--- src/rtl/uart_rx_port.sv ---
// 8N1 UART receiver with 16x oversampling, small receive FIFO and a CPU-readable
// RXDATA/STATUS register pair on a one-cycle request/response bus.
module uart_rx_port #(
  parameter int CLK_FREQ   = 50_000_000,
  parameter int BAUD       = 115200,
  parameter int OVERSAMPLE = 16,
  parameter int FIFO_DEPTH = 8,
  parameter int DATA_WIDTH = 32
) (
  input  logic                  clk,
  input  logic                  reset,
  input  logic                  rxd,
  input  logic                  req_valid,
  input  logic                  we,
  input  logic [1:0]            addr,
  output logic                  valid_data,
  output logic [DATA_WIDTH-1:0] rdata,
  output logic                  rx_irq
);

  localparam int DIV_RAW = CLK_FREQ / (BAUD * OVERSAMPLE);
  localparam int DIV     = (DIV_RAW < 1) ? 1 : DIV_RAW;
  localparam int CNT_W   = (DIV > 1) ? $clog2(DIV) : 1;
  localparam int SC_W    = $clog2(OVERSAMPLE);
  localparam int AW      = $clog2(FIFO_DEPTH);

  localparam logic [CNT_W-1:0] DIV_LAST = CNT_W'(DIV - 1);
  localparam logic [CNT_W-1:0] CNT_ONE  = CNT_W'(1);
  localparam logic [SC_W-1:0]  SC_HALF  = SC_W'(OVERSAMPLE / 2 - 1);
  localparam logic [SC_W-1:0]  SC_LAST  = SC_W'(OVERSAMPLE - 1);
  localparam logic [SC_W-1:0]  SC_ONE   = SC_W'(1);
  localparam logic [AW-1:0]    PTR_ONE  = AW'(1);
  localparam logic [AW:0]      CNT1     = (AW+1)'(1);
  localparam logic [AW:0]      FULL_CNT = (AW+1)'(FIFO_DEPTH);

  typedef enum logic [1:0] {
    ST_IDLE  = 2'd0,
    ST_START = 2'd1,
    ST_DATA  = 2'd2,
    ST_STOP  = 2'd3
  } state_t;

  state_t           state_r, state_nx_s;
  logic             sync_meta_r, sync_r, rx_s;
  logic [CNT_W-1:0] tick_cnt_r;
  logic             tick_s;
  logic [SC_W-1:0]  sc_r;
  logic [2:0]       bit_idx_r;
  logic [7:0]       shift_r;
  logic             idle_s, sc_clr_s, sc_inc_s, shift_en_s, frame_done_s;

  logic [7:0]       mem_r [FIFO_DEPTH];
  logic [AW-1:0]    wr_ptr_r, rd_ptr_r;
  logic [AW:0]      count_r, count_nx_s;
  logic             full_s, empty_s, push_req_s, push_s, pop_s, ovr_set_s, ferr_set_s;
  logic             rd_data_s, rd_stat_s, ovr_r, ferr_r, valid_r, irq_r;
  logic [DATA_WIDTH-1:0] rdata_nx_s, rdata_r;

  assign rx_s   = sync_r;
  assign tick_s = (tick_cnt_r == DIV_LAST);

  // Two-flop synchroniser for the asynchronous serial line
  always_ff @(posedge clk or negedge reset) begin
    if (!reset) begin
      sync_meta_r <= 1'b1;
      sync_r      <= 1'b1;
    end else begin
      sync_meta_r <= rxd;
      sync_r      <= sync_meta_r;
    end
  end

  // Receiver state register
  always_ff @(posedge clk or negedge reset) begin
    if (!reset) state_r <= ST_IDLE;
    else        state_r <= state_nx_s;
  end

  // Receiver next-state decode
  always_comb begin
    state_nx_s = state_r;
    case (state_r)
      ST_IDLE:  if (!rx_s) state_nx_s = ST_START; else state_nx_s = ST_IDLE;
      ST_START: if (tick_s && sc_r == SC_HALF) state_nx_s = rx_s ? ST_IDLE : ST_DATA;
                else state_nx_s = ST_START;
      ST_DATA:  if (tick_s && sc_r == SC_LAST && bit_idx_r == 3'd7) state_nx_s = ST_STOP;
                else state_nx_s = ST_DATA;
      ST_STOP:  if (tick_s && sc_r == SC_LAST) state_nx_s = ST_IDLE;
                else state_nx_s = ST_STOP;
      default:  state_nx_s = ST_IDLE;
    endcase
  end

  // Receiver control strobes; the stop-bit sample and return to idle share one cycle
  always_comb begin
    idle_s       = 1'b0;
    sc_clr_s     = 1'b0;
    sc_inc_s     = 1'b0;
    shift_en_s   = 1'b0;
    frame_done_s = 1'b0;
    case (state_r)
      ST_IDLE: idle_s = 1'b1;
      ST_START: begin
        if (tick_s) begin
          if (sc_r == SC_HALF) sc_clr_s = 1'b1;
          else                 sc_inc_s = 1'b1;
        end else begin
          sc_inc_s = 1'b0;
        end
      end
      ST_DATA: begin
        if (tick_s) begin
          if (sc_r == SC_LAST) begin
            sc_clr_s   = 1'b1;
            shift_en_s = 1'b1;
          end else begin
            sc_inc_s = 1'b1;
          end
        end else begin
          sc_inc_s = 1'b0;
        end
      end
      ST_STOP: begin
        if (tick_s) begin
          if (sc_r == SC_LAST) begin
            sc_clr_s     = 1'b1;
            frame_done_s = 1'b1;
          end else begin
            sc_inc_s = 1'b1;
          end
        end else begin
          sc_inc_s = 1'b0;
        end
      end
      default: idle_s = 1'b1;
    endcase
  end

  // Tick divider, sample counter, bit index and shift register
  always_ff @(posedge clk or negedge reset) begin
    if (!reset) begin
      tick_cnt_r <= {CNT_W{1'b0}};
      sc_r       <= {SC_W{1'b0}};
      bit_idx_r  <= 3'd0;
      shift_r    <= 8'd0;
    end else begin
      if (idle_s || tick_s) tick_cnt_r <= {CNT_W{1'b0}};
      else                  tick_cnt_r <= tick_cnt_r + CNT_ONE;
      if (idle_s || sc_clr_s) sc_r <= {SC_W{1'b0}};
      else if (sc_inc_s)      sc_r <= sc_r + SC_ONE;
      else                    sc_r <= sc_r;
      if (idle_s)          bit_idx_r <= 3'd0;
      else if (shift_en_s) bit_idx_r <= bit_idx_r + 3'd1;
      else                 bit_idx_r <= bit_idx_r;
      if (shift_en_s) shift_r <= {rx_s, shift_r[7:1]};
      else            shift_r <= shift_r;
    end
  end

  assign full_s     = (count_r == FULL_CNT);
  assign empty_s    = (count_r == {(AW+1){1'b0}});
  assign rd_data_s  = req_valid && !we && (addr == 2'd0);
  assign rd_stat_s  = req_valid && !we && (addr == 2'd1);
  assign pop_s      = rd_data_s && !empty_s;
  assign push_req_s = frame_done_s && rx_s;
  assign ferr_set_s = frame_done_s && !rx_s;
  // A pop in the same cycle frees the slot a full FIFO would otherwise refuse
  assign push_s     = push_req_s && (!full_s || pop_s);
  assign ovr_set_s  = push_req_s && full_s && !pop_s;

  // FIFO occupancy after this cycle's push/pop
  always_comb begin
    case ({push_s, pop_s})
      2'b10:   count_nx_s = count_r + CNT1;
      2'b01:   count_nx_s = count_r - CNT1;
      default: count_nx_s = count_r;
    endcase
  end

  // FIFO storage, pointers, sticky error flags and the interrupt level
  always_ff @(posedge clk or negedge reset) begin
    if (!reset) begin
      for (int i = 0; i < FIFO_DEPTH; i++) mem_r[i] <= 8'd0;
      wr_ptr_r <= {AW{1'b0}};
      rd_ptr_r <= {AW{1'b0}};
      count_r  <= {(AW+1){1'b0}};
      ovr_r    <= 1'b0;
      ferr_r   <= 1'b0;
      irq_r    <= 1'b0;
    end else begin
      if (push_s) begin
        mem_r[wr_ptr_r] <= shift_r;
        wr_ptr_r        <= wr_ptr_r + PTR_ONE;
      end else begin
        wr_ptr_r <= wr_ptr_r;
      end
      if (pop_s) rd_ptr_r <= rd_ptr_r + PTR_ONE;
      else       rd_ptr_r <= rd_ptr_r;
      count_r <= count_nx_s;
      ovr_r   <= ovr_set_s  | (ovr_r  & ~rd_stat_s);
      ferr_r  <= ferr_set_s | (ferr_r & ~rd_stat_s);
      irq_r   <= (count_nx_s != {(AW+1){1'b0}});
    end
  end

  // Read-data mux; writes and unmapped addresses return zero
  always_comb begin
    rdata_nx_s = {DATA_WIDTH{1'b0}};
    if (req_valid && !we) begin
      case (addr)
        2'd0: if (!empty_s) rdata_nx_s = {{(DATA_WIDTH-8){1'b0}}, mem_r[rd_ptr_r]};
              else          rdata_nx_s = {DATA_WIDTH{1'b0}};
        2'd1: rdata_nx_s = {{(DATA_WIDTH-4){1'b0}}, ovr_r, ferr_r, full_s, ~empty_s};
        default: rdata_nx_s = {DATA_WIDTH{1'b0}};
      endcase
    end else begin
      rdata_nx_s = {DATA_WIDTH{1'b0}};
    end
  end

  // Bus response register: one strobe per request, data zero otherwise
  always_ff @(posedge clk or negedge reset) begin
    if (!reset) begin
      valid_r <= 1'b0;
      rdata_r <= {DATA_WIDTH{1'b0}};
    end else begin
      valid_r <= req_valid;
      rdata_r <= rdata_nx_s;
    end
  end

  assign valid_data = valid_r;
  assign rdata      = rdata_r;
  assign rx_irq     = irq_r;

endmodule
--- config.mk ---
export PLATFORM = sky130hd
export DESIGN_NAME = uart_rx_port
export DESIGN_NICKNAME = d
export VERILOG_FILES = /design/src/rtl/uart_rx_port.sv
export SDC_FILE = /design/constraint.sdc
export NUM_CORES = 1
export LEC_CHECK = 0
export BUFFER_PORTS_ARGS = -buffer_cell sky130_fd_sc_hd__buf_2
export CAP_MARGIN = 20
export CELL_PAD_IN_SITES_DETAIL_PLACEMENT = 0
export CELL_PAD_IN_SITES_GLOBAL_PLACEMENT = 1
export CORE_MARGIN = 3
export CORE_UTILIZATION = 30
export CTS_CLUSTER_DIAMETER = 60
export DETAILED_ROUTE_END_ITERATION = 12
export GPL_TIMING_DRIVEN = 1
export PLACE_DENSITY = 0.53
export SYNTH_ARGS = -nofsm -noshare
export SYNTH_HDL_FRONTEND = slang
export SYNTH_SLANG_ARGS = --single-unit
--- constraint.sdc ---
create_clock -name clk -period 6.6 [get_ports clk]
set_clock_uncertainty 0.15 [all_clocks]
set_input_delay 0.99 -clock clk [delete_from_list [all_inputs] [get_ports clk]]
set_output_delay 0.99 -clock clk [all_outputs]
set_load 0.01 [all_outputs]
==> results.cfg <==
[critical_path]
worstSetupStartpointType = primary input
cpPeakStageDelay_ps = 470
cp_data_required_time_ps = 6690
cp.arrival_ps = 3200
setup.worst_path.class = in2reg
cpMaxStageDelayCell = or3b_2
path_cells = buf_2 -> nor4b_4 -> nand2_2 -> nor2_1 -> xor2_1 -> ha_1 -> or3b_2 -> a211o_1
cp_max_fo = 10
crit_path_end_kind = flop
cp_top_family = simple AND/OR/NAND/NOR gates
cp.buffers_inverters = 1

[power_and_ir_drop]
p_int_w = 0.00113
power_density_nw_per_um2 = 264
net-switching-power_w = 0.000396
clkPwrFrac = 0.388
switching_share = 0.260
p_leak_nw = 2.73
combPwrFrac = 0.115
ir_worst_vdd_uv = 131
p_seq_frac = 0.497

[clocking]
clock_path_buffers = 2
cts_resized = 0
worstSkewPairLatency_ps = 350
cts_buffers = 9
cts_sinks = 110
cts_tree = done
postCtsSetupBuffers = 0
htree_levels = 3
cts-root-buf = clkbuf_16
path_clk_slew_ps = 70
cts_hold_buffers = 0

[routing]
dr.pass1.iters = 5
antenna_left = 0
routedWlPerCell_um = 17.0
vias = 2923
via_per_inst = 4.73
wl_um = 10500
post-route-drc-count = 0
dr.first_iter.drc_count = 119

[sta]
fin_crit_sh = 0.472
fmax_ghz = 0.321
setup_tns_ps = 0
finalHoldViolations = 0
period_needed_ps = 3110
setup_viol = 0
maxSlewHeadroom = 0.383
rsz0062_at_grt = no
tightest_slew_ps = 926
slew_violations = 0

[run_status]
outcome = complete, no violations

[finish]
final_cells = 618
drive_above_1_share = 0.357
n_antenna_cell = 0
area_delta_synth_final_pct = 9.86
nNetsFinal = 409

[floorplan]
core_area_um2 = 16900
die_h_um = 138
fp.dieArea_um2 = 19200
pin_count = 41
start_util = 0.312
fp.dieW_um = 138
rows = 47

[run]
maxCapViolCount = 0

[synthesis]
syn_area_um2 = 5260
synth_edf_count = 0
ys_seq_area_frac = 0.523
synth-seq-cells = 110
synth.distinct_cells = 53
synth_cells = 386
synthArstFlopShare = 1.00
ys_warn_count = 0
synthFlopType = dfrtp_1
avgSynthCellArea_um2 = 13.6

[grt]
grt_use_total = 0.114
grt_antenna_before_repair = 0
grt-ovfl-total = 0
grt_pass1_vias = 3125
grt_max_degree = 74
grt_pass1_wl_um = 17400

[placed_design]
dp.cells = 603
globalplace.congestion = 0.711
port_buffers = 16
dp.final_hpwl_um = 6650

[min_path]
worst_hold_path_type = reg2reg
[synthesized netlist by cell type, types with 4 or more instances]
master    count  share of area
mux4_2       16          0.068
xnor2_1      10          0.017
a21oi_1       5         0.0048
nand2_1      15          0.011
mux2_2       74           0.16
ha_1          8          0.019
buf_4        24          0.034
o21ai_0       9         0.0086
clkbuf_1      6         0.0043
nor2_1       21          0.015
mux2i_1       8          0.015
inv_1         4         0.0029
dfrtp_1     108           0.51
buf_1        11         0.0078
nand3_1       9         0.0086
[power by group through the flow]
stage                     clock network [W]  registers, W  logic [W]
after CTS                          0.000615      0.000761   0.000181
final                              0.000592      0.000759   0.000175
after global placement                    0      0.000774   0.000176
after global routing               0.000638      0.000763   0.000193
after detailed placement                  0      0.000773   0.000180
after floorplan                           0      0.000724   0.000171
[sequential cells by signal (all words and copies together) (netlist names), 2 cells and up]
signal,cells
bit_idx_r,3
count_r,4
sc_r,4
shift_r,8
tick_cnt_r,5
state_r,2
rdata,8
wr_ptr_r,3
mem_r,64
rd_ptr_r,3
[cell type report]
class / count / area, um^2
fill: 1639 / 11100
sequential: 110 / 2760
multi-input combinational: 250 / 2310
tap: 220 / 275
clock buffer: 11 / 253
timing repair buffer: 19 / 105
clock inverter: 4 / 70.1
inverter: 4 / 15.0
[through the flow]
step | utilization | area (um^2) | hold slack, ps | power (W) | worst slack, ps
floorplan | - | 5350 | 195 | 0.000894 | 3470
global placement | 0.324 | 5460 | 196 | 0.000950 | 3140
CTS | 0.343 | 5780 | 209 | 0.00156 | 3470
global route | 0.343 | 5780 | 214 | 0.00159 | 3370
finish | 0.343 | 5780 | 208 | 0.00153 | 3490
detailed placement | 0.324 | 5460 | 199 | 0.000953 | 3110
[layout by cell type (no fill, tap or decap), types with 4 or more instances in the layout]
master	instances
nand2_1	15
mux2i_1	8
dfrtp_1	108
mux2_2	74
mux4_2	16
clkbuf_16	9
xnor2_1	10
nor2_1	21
conb_1	24
buf_2	15
a21oi_1	5
nand3_1	9
buf_4	4
ha_1	8
o21ai_0	9
inv_1	4
[path summary, 6_finish.rpt]
path,from,end,slack [ps],cells past startpoint
min in group asynchronous,reset,sc_r[0],460,1
max in group asynchronous,reset,shift_r[5],4520,2
hold / removal,sync_meta_r,rx_s,210,0
setup reg to reg,tick_cnt_r[0],mem_r[44],3620,7
setup / recovery,addr[0],rx_irq,3490,8
hold reg to reg,sync_meta_r,rx_s,210,0
[layer usage]
metal | track usage | part of all wire
met1 | 0.153 | 0.48
met2 | 0.185 | 0.49
met3 | 0.0266 | 0.026
met4 | 0.0374 | 0.013
met5 | 0 | 0
[logic make-up after synthesis]
family | share of synthesized area
compound gates | 0.0304
xor+xnor | 0.0216
fa+ha+maj | 0.0190
buf+inv | 0.0542
flops | 0.523
mux | 0.246
other cells | 0.000712
simple gates | 0.104
Power figures use the tool's default switching activity.
